==> src/rtl/mem_port_arbiter.sv <==
// Shares one single-port, fixed-latency memory between the fetch port (I) and the load/store port (D).
// Define ARB_RR_EN for round-robin arbitration; the default build uses fixed D>I priority.

module mem_port_arbiter #(
  parameter int ADDR_W  = 32,
  parameter int DATA_W  = 32,
  parameter int MEM_LAT = 2
) (
  input  logic              clk,
  input  logic              reset,
  input  logic              i_req,
  input  logic [ADDR_W-1:0] i_addr,
  output logic              i_ack,
  output logic [DATA_W-1:0] i_rdata,
  input  logic              d_req,
  input  logic              d_we,
  input  logic [ADDR_W-1:0] d_addr,
  input  logic [DATA_W-1:0] d_wdata,
  input  logic [3:0]        d_wstrb,
  output logic              d_ack,
  output logic [DATA_W-1:0] d_rdata,
  output logic              mem_en,
  output logic              mem_we,
  output logic [ADDR_W-1:0] mem_addr,
  output logic [DATA_W-1:0] mem_wdata,
  output logic [3:0]        mem_wstrb,
  input  logic [DATA_W-1:0] mem_rdata,
  output logic              busy
);

  localparam int CNT_W = $clog2(MEM_LAT + 1);

  typedef enum logic [1:0] {IDLE, ISSUE, WAIT, RESP} state_t;

  state_t           state;
  state_t           state_next;
  logic             grant_d;
  logic             lat_we;
  logic             pick_d;
  logic             any_req;
  logic [CNT_W-1:0] cnt;

  assign any_req = i_req | d_req;

`ifdef ARB_RR_EN
  logic last_i;

  // On contention the port that was not granted last wins; reset state is "I granted last".
  assign pick_d = d_req & (~i_req | last_i);

  always_ff @(posedge clk or negedge reset) begin
    if (!reset) begin
      last_i <= 1'b1;
    end else if (state == IDLE && any_req) begin
      last_i <= ~pick_d;
    end
  end
`else
  assign pick_d = d_req;
`endif

  always_ff @(posedge clk or negedge reset) begin
    if (!reset) begin
      state <= IDLE;
    end else begin
      state <= state_next;
    end
  end

  always_comb begin
    state_next = state;
    case (state)
      IDLE:    if (any_req) state_next = ISSUE;
      ISSUE:   state_next = lat_we ? RESP : WAIT;
      WAIT:    if (cnt == '0) state_next = RESP;
      RESP:    state_next = IDLE;
      default: state_next = IDLE;
    endcase
  end

  // The mem_* registers double as the latched request fields and are only nonzero during ISSUE.
  always_ff @(posedge clk or negedge reset) begin
    if (!reset) begin
      grant_d   <= 1'b0;
      lat_we    <= 1'b0;
      cnt       <= '0;
      mem_en    <= 1'b0;
      mem_we    <= 1'b0;
      mem_addr  <= '0;
      mem_wdata <= '0;
      mem_wstrb <= '0;
      i_rdata   <= '0;
      d_rdata   <= '0;
    end else begin
      mem_en    <= 1'b0;
      mem_we    <= 1'b0;
      mem_addr  <= '0;
      mem_wdata <= '0;
      mem_wstrb <= '0;
      case (state)
        IDLE: begin
          if (any_req) begin
            grant_d   <= pick_d;
            lat_we    <= pick_d & d_we;
            mem_en    <= 1'b1;
            mem_we    <= pick_d & d_we;
            mem_addr  <= pick_d ? d_addr : i_addr;
            mem_wdata <= pick_d ? d_wdata : '0;
            mem_wstrb <= pick_d ? d_wstrb : 4'b0000;
          end
        end
        ISSUE: begin
          if (!lat_we) cnt <= CNT_W'(MEM_LAT - 1);
        end
        WAIT: begin
          if (cnt == '0) begin
            if (grant_d) d_rdata <= mem_rdata;
            else         i_rdata <= mem_rdata;
          end else begin
            cnt <= cnt - CNT_W'(1);
          end
        end
        default: begin
        end
      endcase
    end
  end

  assign i_ack = (state == RESP) & ~grant_d;
  assign d_ack = (state == RESP) & grant_d;
  assign busy  = (state != IDLE);

endmodule

==> config.mk <==
export PLATFORM = sky130hd
export DESIGN_NAME = mem_port_arbiter
export DESIGN_NICKNAME = d
export VERILOG_FILES = /design/src/rtl/mem_port_arbiter.sv
export SDC_FILE = /design/constraint.sdc
export NUM_CORES = 1
export LEC_CHECK = 0
export CAP_MARGIN = 25
export CORE_AREA = 10 10 133 135
export CTS_BUF_LIST = sky130_fd_sc_hd__clkbuf_8
export CTS_CLUSTER_SIZE = 25
export DETAILED_ROUTE_END_ITERATION = 8
export DIE_AREA = 0 0 143 145
export GPL_TIMING_DRIVEN = 0
export MAX_ROUTING_LAYER = met4
export PLACE_DENSITY = 0.8
export RECOVER_POWER = 100
export SKIP_CTS_REPAIR_TIMING = 1
export SYNTH_ARGS = -nofsm -noshare
export SYNTH_HDL_FRONTEND = slang
export SYNTH_SLANG_ARGS = --single-unit
==> constraint.sdc <==
create_clock -name clk -period 1.84 [get_ports clk]
set_clock_uncertainty 0.15 [all_clocks]
set_input_delay 0.46 -clock clk [delete_from_list [all_inputs] [get_ports clk]]
set_output_delay 0.46 -clock clk [all_outputs]
set_load 0.05 [all_outputs]
Word-level counts from Yosys, hierarchy flattened. Cells that the tools add are included.

Add/sub/neg operators: 1. Equal/unequal tests: 7. Mux-type cells: 20. Bitwise logic cells: 5. Reduce and logical (&&, ||, !) cells: 9.

Operators by type and width (count): $mux 32 (6); $mux 4 (3); $reduce_and 3->1 (3); $mux 2 (4); $ne 2x2->1 const B (4); $pmux 2 s4 (1); $mux 1 (5); $eq 2x2->1 const B (2); $logic_not 2->1 (2); $pmux 2 s2 (1); $reduce_and 2->1 (2); $reduce_bool 2->1 (2); $and 1x1->1 (3); $eq 2x1->1 const B (1); $sub 2x1->2 const B (1); $not 1->1 (1); $or 1x1->1 (1).

Bits in registers: 140. Input port bits: 137. Output and inout port bits: 137. Word-level logic and storage cells: 53.

Longest topological paths before layout. Gate-level depths: netlist of run 1.

Word-level depth: 3. Mapped depth: 6. Mapped depth without buffers: 5.

Worst setup path before layout of run 1. OpenSTA, ideal clock, no wires.

Path type: register to output. Start point: register state[0]. End point: output port i_ack. Arrival time: 1237 ps. Required time: 1230 ps. Path slack: -7 ps. Stages on the path, launching flop included: 3. Path buffers: 0. Cells stage by stage: dfrtp_1 > ha_1 > nor2b_1.

Word-level cells in the longest chain between the ends: 2.

RTL lines: start: declaration (RTL line 35) `state_t state;`; start signal: assignment (RTL line 66) `state <= state_next;`; $eq 2x2->1 (RTL line 129) `assign i_ack = (state == RESP) & ~grant_d;`; $and 1x1->1 (RTL line 129); end: declaration (RTL line 13) `output logic i_ack,`.

Every way passes these cells.

Final worst setup path of run 1.
Start point: register state[0]. End point: output port busy.

Word-level cells in the longest chain between the ends: 1.

RTL lines: $reduce_bool 2->1 (RTL line 131) `assign busy = (state != IDLE);`; end: declaration (RTL line 28) `output logic busy`.

Every way passes these cells.

==> results.tsv, run 1 <==
metric	value	unit
ant_nets	0	
reg2reg_from	state[0]$_DFFE_PN0P_	
setup_viol	60	
worst_pin_slew	0.923	ns
grt_first_pass_wirelength	25.7	mm
synth_top_cell_area_share	62.9	%
die_x	143	um
hp-class	flip-flop to flip-flop	
dr.pass1.iters	6	
hold_viol	0	
regArea	3500	um2
reg2reg_setup_slack	-0.12	ns
clockBufferDepth	2	
reg2regPathDepth	7	
synthTopCellsByArea	dfrtp_1, mux2_4, mux2i_1	
clkSlewWorstSetupHoldPaths	0.08	ns
avgViaCountPerCell	4.63	
start_util	37.0	%
cp.arrival	1.54	ns
relSlewSlack	38.5	%
worstReg2RegEnd	state[1]$_DFFE_PN0P_	
cts.sinks	140	
n_fill_cell	1213	
power.density	1810	nW/um2
num_rows	45	
drt-total-wl	17.0	mm
min_period	2.15	ns
multiInputGateArea	1910	um2
synthCells	364	
area_growth	53.1	%
crit_slowest_cell	dfrtp_1	
syn-cell-area	5570	um2
ios	274	
grt_max_degree	75	
h-tree-depth	4	
worst_setup_path_end_kind	output port	
core-area	15000	um2
report.power.total	15.4	mW
ys_types	30	
max_freq	466	MHz
drv_cap	0	
peakVddDrop	0.766	mV
drive_above_1_share	38.2	%
root_buffer	clkbuf_8	
slowest_delay	0.42	ns
hold_slack	0.365	ns
antenna_found_initial	0	
numCtsBuffers	17	
hold_start	d_rdata[22]$_DFFE_PN0P_	
synth.net_count	507	
synth-seq-area-share	62.9	%
final_cell_mix	dfrtp_1, clkdlybuf4s50_1, clkbuf_2	
vias	4012	
wire_per_inst	19.6	um
drtIter0Drc	101	
gp_congestion	0.775	
holdPathStages	1	
die_h	145	um
required	1.23	ns
path_cells	inv_2 -> ha_4 -> buf_6 -> inv_1 -> buf_4	
port_buffers	272	
utilization	56.7	%
final_cell_area	8520	um2
worst_slack	-0.308	ns
status	finished with violations	
nets	808	
drc	0	
antenna_cells	0	
dieArea	20700	um2
post_dp_cell_area	8560	um2
tritoncts	built	
drv_slew	0	
critPathKind	flip-flop to output port	
dp_hpwl	13.4	mm
synth_seq_cells	140	
yosys.area.top_type	dfrtp_1	
final_common_cell	dfrtp_1	
final.period_utilization	117	%
overflow	0	
grt_pass1_vias	4638	
violations	negative setup slack	
leakagePower	4.66	nW
track_usage	16.5	%
pre_cts_ws	-0.800	ns
holdPathEnd	d_rdata[22]$_DFFE_PN0P_	
ys_warn_count	0	
rsz0062_at_grt	true	
clk_latency	0.43	ns
path_max_fanout	10	
critPathLaunchType	flip-flop	
syn_avg_cell_area	15.3	um2
[metal layers]
| metal | GRT usage, % | part of all wire [%] | up-vias |
|---|---|---|---|
| met2 | 27.5 | 50 | 184 |
| met5 | - | 0 | - |
| met3 | 8.12 | 10 | 16 |
| met1 | 16.7 | 38 | 1953 |
| li1 | - | - | 1859 |
| met4 | 5.11 | 1.4 | 0 |
[power by group]
| group | switching, mW | internal (mW) |
|---|---|---|
| registers | 0.614 | 4.16 |
| clock network | 1.25 | 1.27 |
| logic | 5.45 | 2.67 |
[cell families (layout without fill, tap and decap cells)]
family                     count (synthesis)  count (layout)  synth area share, %
AOI/OAI and AO/OA                         11              11                 1.39
adders and majority gates                  6               6                 1.35
buffers and inverters                     28             342                 3.15
DFF                                      140             140                 62.9
muxes                                     99              99                 23.3
and+or+nand+nor                           80              80                 7.89
[synth_stat cells]
master       n
inv_1        6
nand3b_4     1
nand3_4      1
o211ai_1     1
nor2_1      34
o21ai_2      1
a32oi_1      1
a21o_1       1
mux2_4      60
and2b_2      1
buf_4        3
clkbuf_1     7
buf_6        7
nand3_1      1
a22oi_1      1
a22o_1       1
o2bb2ai_1    1
nor3b_1      1
nor2b_1      1
and3_1      37
mux2i_1     33
buf_2        5
ha_1         6
dfrtp_1    140
a21oi_1      3
o21ai_0      1
nand2_1      1
mux2_2       6
and2_1       1
nor3_1       1
[critical path, delay by kind of cell, from the launching register on]
kind,cells,cell delay [ns]
buffers and inverters,4,0.50
DFF,1,0.42
adders and majority gates,1,0.18
[final cells by class]
class	count	share of cell area, %
well taps	188	2.76
plain buffers	22	2.33
clock inverters	14	1.89
multi-input cells	196	22.4
clock buffers	18	2.91
flip-flops and latches	140	41.1
inverters	6	0.264
repair buffers	282	26.4
[flip-flops by register name (all words and copies together), names as in the netlist]
name and cells:
mem_we 1, mem_wstrb 4, d_rdata 32, i_rdata 32
state 2, lat_we 1, mem_wdata 32, mem_en 1
mem_addr 32, cnt 2, grant_d 1
[per-stage QoR]
| step | TNS, ns | std cells |
|---|---|---|
| global placement | -702.35 | 824 |
| detailed placement | -4.65 | 825 |
| finish | -2.54 | 866 |
| floorplan | 0 | 364 |
| global route | -11.08 | 866 |
| CTS | -57.77 | 857 |
[worst max path at each step]
stage / startpoint / to / slack (ns) / cells past startpoint
finish: state[0]$_DFFE_PN0P_ / busy / -0.31 / 5
floorplan: state[0]$_DFFE_PN0P_ / busy / 0.02 / 4
CTS: state[0]$_DFFE_PN0P_ / busy / -1.29 / 5
global placement: reset / mem_addr[22]$_DFF_PN0_ / -4.99 / 1
detailed placement: state[0]$_DFFE_PN0P_ / busy / -0.80 / 5
global route: state[1]$_DFFE_PN0P_ / busy / -0.40 / 5
Power figures use the tool's default switching activity.
==> run 2: changes to the inputs <==
--- a/config.mk
+++ b/config.mk
@@ -19,3 +19,4 @@
 export SYNTH_ARGS = -nofsm -noshare
 export SYNTH_HDL_FRONTEND = slang
 export SYNTH_SLANG_ARGS = --single-unit
+export TNS_END_PERCENT = 1
==> results.tsv, run 2 (same netlist as run 1, synthesis figures left out) <==
metric	value	unit	change
area_growth	52.1	%	
grt_first_pass_wirelength	25.7	mm	unchanged
antenna_cells	0		unchanged
worst_pin_slew	0.928	ns	+0.00492 ns
regArea	3500	um2	unchanged
die_h	145	um	unchanged
path_cells	inv_2 -> ha_4 -> buf_6 -> inv_1 -> buf_4		
die_x	143	um	unchanged
p_clk_share	16.4	%	about the same
avgViaCountPerCell	4.62		-0.25%
reg2regPathDepth	7		unchanged
violations	negative setup slack		
drive_above_1_share	37.4	%	-0.76 points
core-area	15000	um2	unchanged
grt_max_degree	75		unchanged
ios	274		unchanged
setup_viol	58		-3.3%
cts.sinks	140		unchanged
drt-total-wl	16.9	mm	-0.36%
grt_pass1_vias	4638		unchanged
power.density	1810	nW/um2	+0.12%
overflow	0		unchanged
clkSlewWorstSetupHoldPaths	0.08	ns	about the same
num_rows	45		unchanged
max_freq	466	MHz	+0.19%
final_common_cell	dfrtp_1		
power.share.switching	47.5	%	+0.099 points
slowest_delay	0.42	ns	about the same
drv_cap	0		unchanged
p_int	8.04	mW	-0.70%
ant_nets	0		unchanged
root_buffer	clkbuf_8		
path_max_fanout	10		unchanged
clk_latency	0.43	ns	about the same
cp.arrival	1.53	ns	about the same
final_cells	861		-0.58%
worst_slack	-0.304	ns	+0.00400 ns
rsz0062_at_grt	true		
final.period_utilization	117	%	-0.22 points
clockBufferDepth	2		unchanged
dp_cells	825		unchanged
wire_per_inst	19.6	um	+0.22%
gp_congestion	0.775		unchanged
hp-class	flip-flop to flip-flop		
antenna_found_initial	0		unchanged
status	finished with violations		
worst_setup_path_end_kind	output port		
dieArea	20700	um2	unchanged
start_util	37.0	%	unchanged
relSlewSlack	38.1	%	-0.33 points
tritoncts	built		
h-tree-depth	4		unchanged
vias	3979		-0.82%
leakagePower	4.64	nW	-0.26%
port_buffers	272		unchanged
holdPathStages	1		unchanged
report.power.total	15.3	mW	-0.51%
drc	0		unchanged
numCtsBuffers	17		unchanged
dp_hpwl	13.4	mm	unchanged
crit_slowest_cell	dfrtp_1		
required	1.23	ns	about the same
peakVddDrop	0.765	mV	about the same
multiInputGateArea	1910	um2	-0.13%
drv_slew	0		unchanged
critPathLaunchType	flip-flop		
dr.pass1.iters	4		-2
combPwrFrac	52.5	%	-0.2 points
final_cell_mix	dfrtp_1, clkdlybuf4s50_1, clkbuf_2		
critPathKind	flip-flop to output port		
min_period	2.14	ns	-0.00400 ns
hold_viol	0		unchanged
drtIter0Drc	109		+7.9%
switchingPower	7.28	mW	-0.30%
nets	803		-0.62%
seqPwrFrac	31.1	%	about the same
n_fill_cell	1216		+0.25%
track_usage	16.5	%	unchanged
==> run 2: cell type report <==
cell class,count,area share (%)
inverters,6,0.266
multi-input cells,196,22.5
well taps,188,2.78
clock buffers,18,2.92
repair buffers,277,25.8
clock inverters,14,1.91
flip-flops and latches,140,41.4
plain buffers,22,2.45
==> run 2: metal layers <==
metal | vias to the layer above | track usage (%) | wire (um)
li1 | 1843 | - | -
met1 | 1939 | 16.7 | 6510
met2 | 181 | 27.5 | 8480
met3 | 16 | 8.12 | 1670
met4 | 0 | 5.11 | 243
met5 | - | - | 0
==> run 2: final timing paths <==
kind	from	slack (ns)	endpoint
max	state[0]$_DFFE_PN0P_	-0.30	busy
min	d_rdata[22]$_DFFE_PN0P_	0.36	d_rdata[22]$_DFFE_PN0P_
max reg2reg	state[0]$_DFFE_PN0P_	-0.11	state[1]$_DFFE_PN0P_
min reg2reg	d_rdata[22]$_DFFE_PN0P_	0.36	d_rdata[22]$_DFFE_PN0P_
max in group asynchronous	reset	0.11	mem_addr[5]$_DFF_PN0_
min in group asynchronous	reset	0.56	d_rdata[18]$_DFFE_PN0P_
==> run 2: stage by stage <==
stage	worst slack, ns	instance area [um2]	TNS, ns	util, %	hold slack [ns]
after global placement	-4.99	8530	-702.35	56.7	0.343
after floorplan	0.0226	5570	0	-	0.0144
after CTS	-1.29	8970	-57.77	59.7	-0.148
after global routing	-0.402	8470	-10.84	56.3	0.380
final	-0.304	8470	-1.47	56.3	0.365
after detailed placement	-0.800	8560	-4.65	56.9	0.344
==> run 2: worst max-delay path: cells and delay by family (launching register included) <==
| kind | cells | cell delay [ns] |
|---|---|---|
| buffers and inverters | 4 | 0.50 |
| DFF | 1 | 0.42 |
| adders and majority gates | 1 | 0.18 |
==> run 2: power groups by stage <==
stage / clock, mW / combinational, mW / sequential [mW]
after floorplan: 0 / 2.25 / 8.33
after global placement: 0 / 8.80 / 4.76
after detailed placement: 0 / 8.95 / 4.82
after CTS: 2.60 / 8.97 / 4.78
after global routing: 2.73 / 8.45 / 4.90
final: 2.51 / 8.04 / 4.77
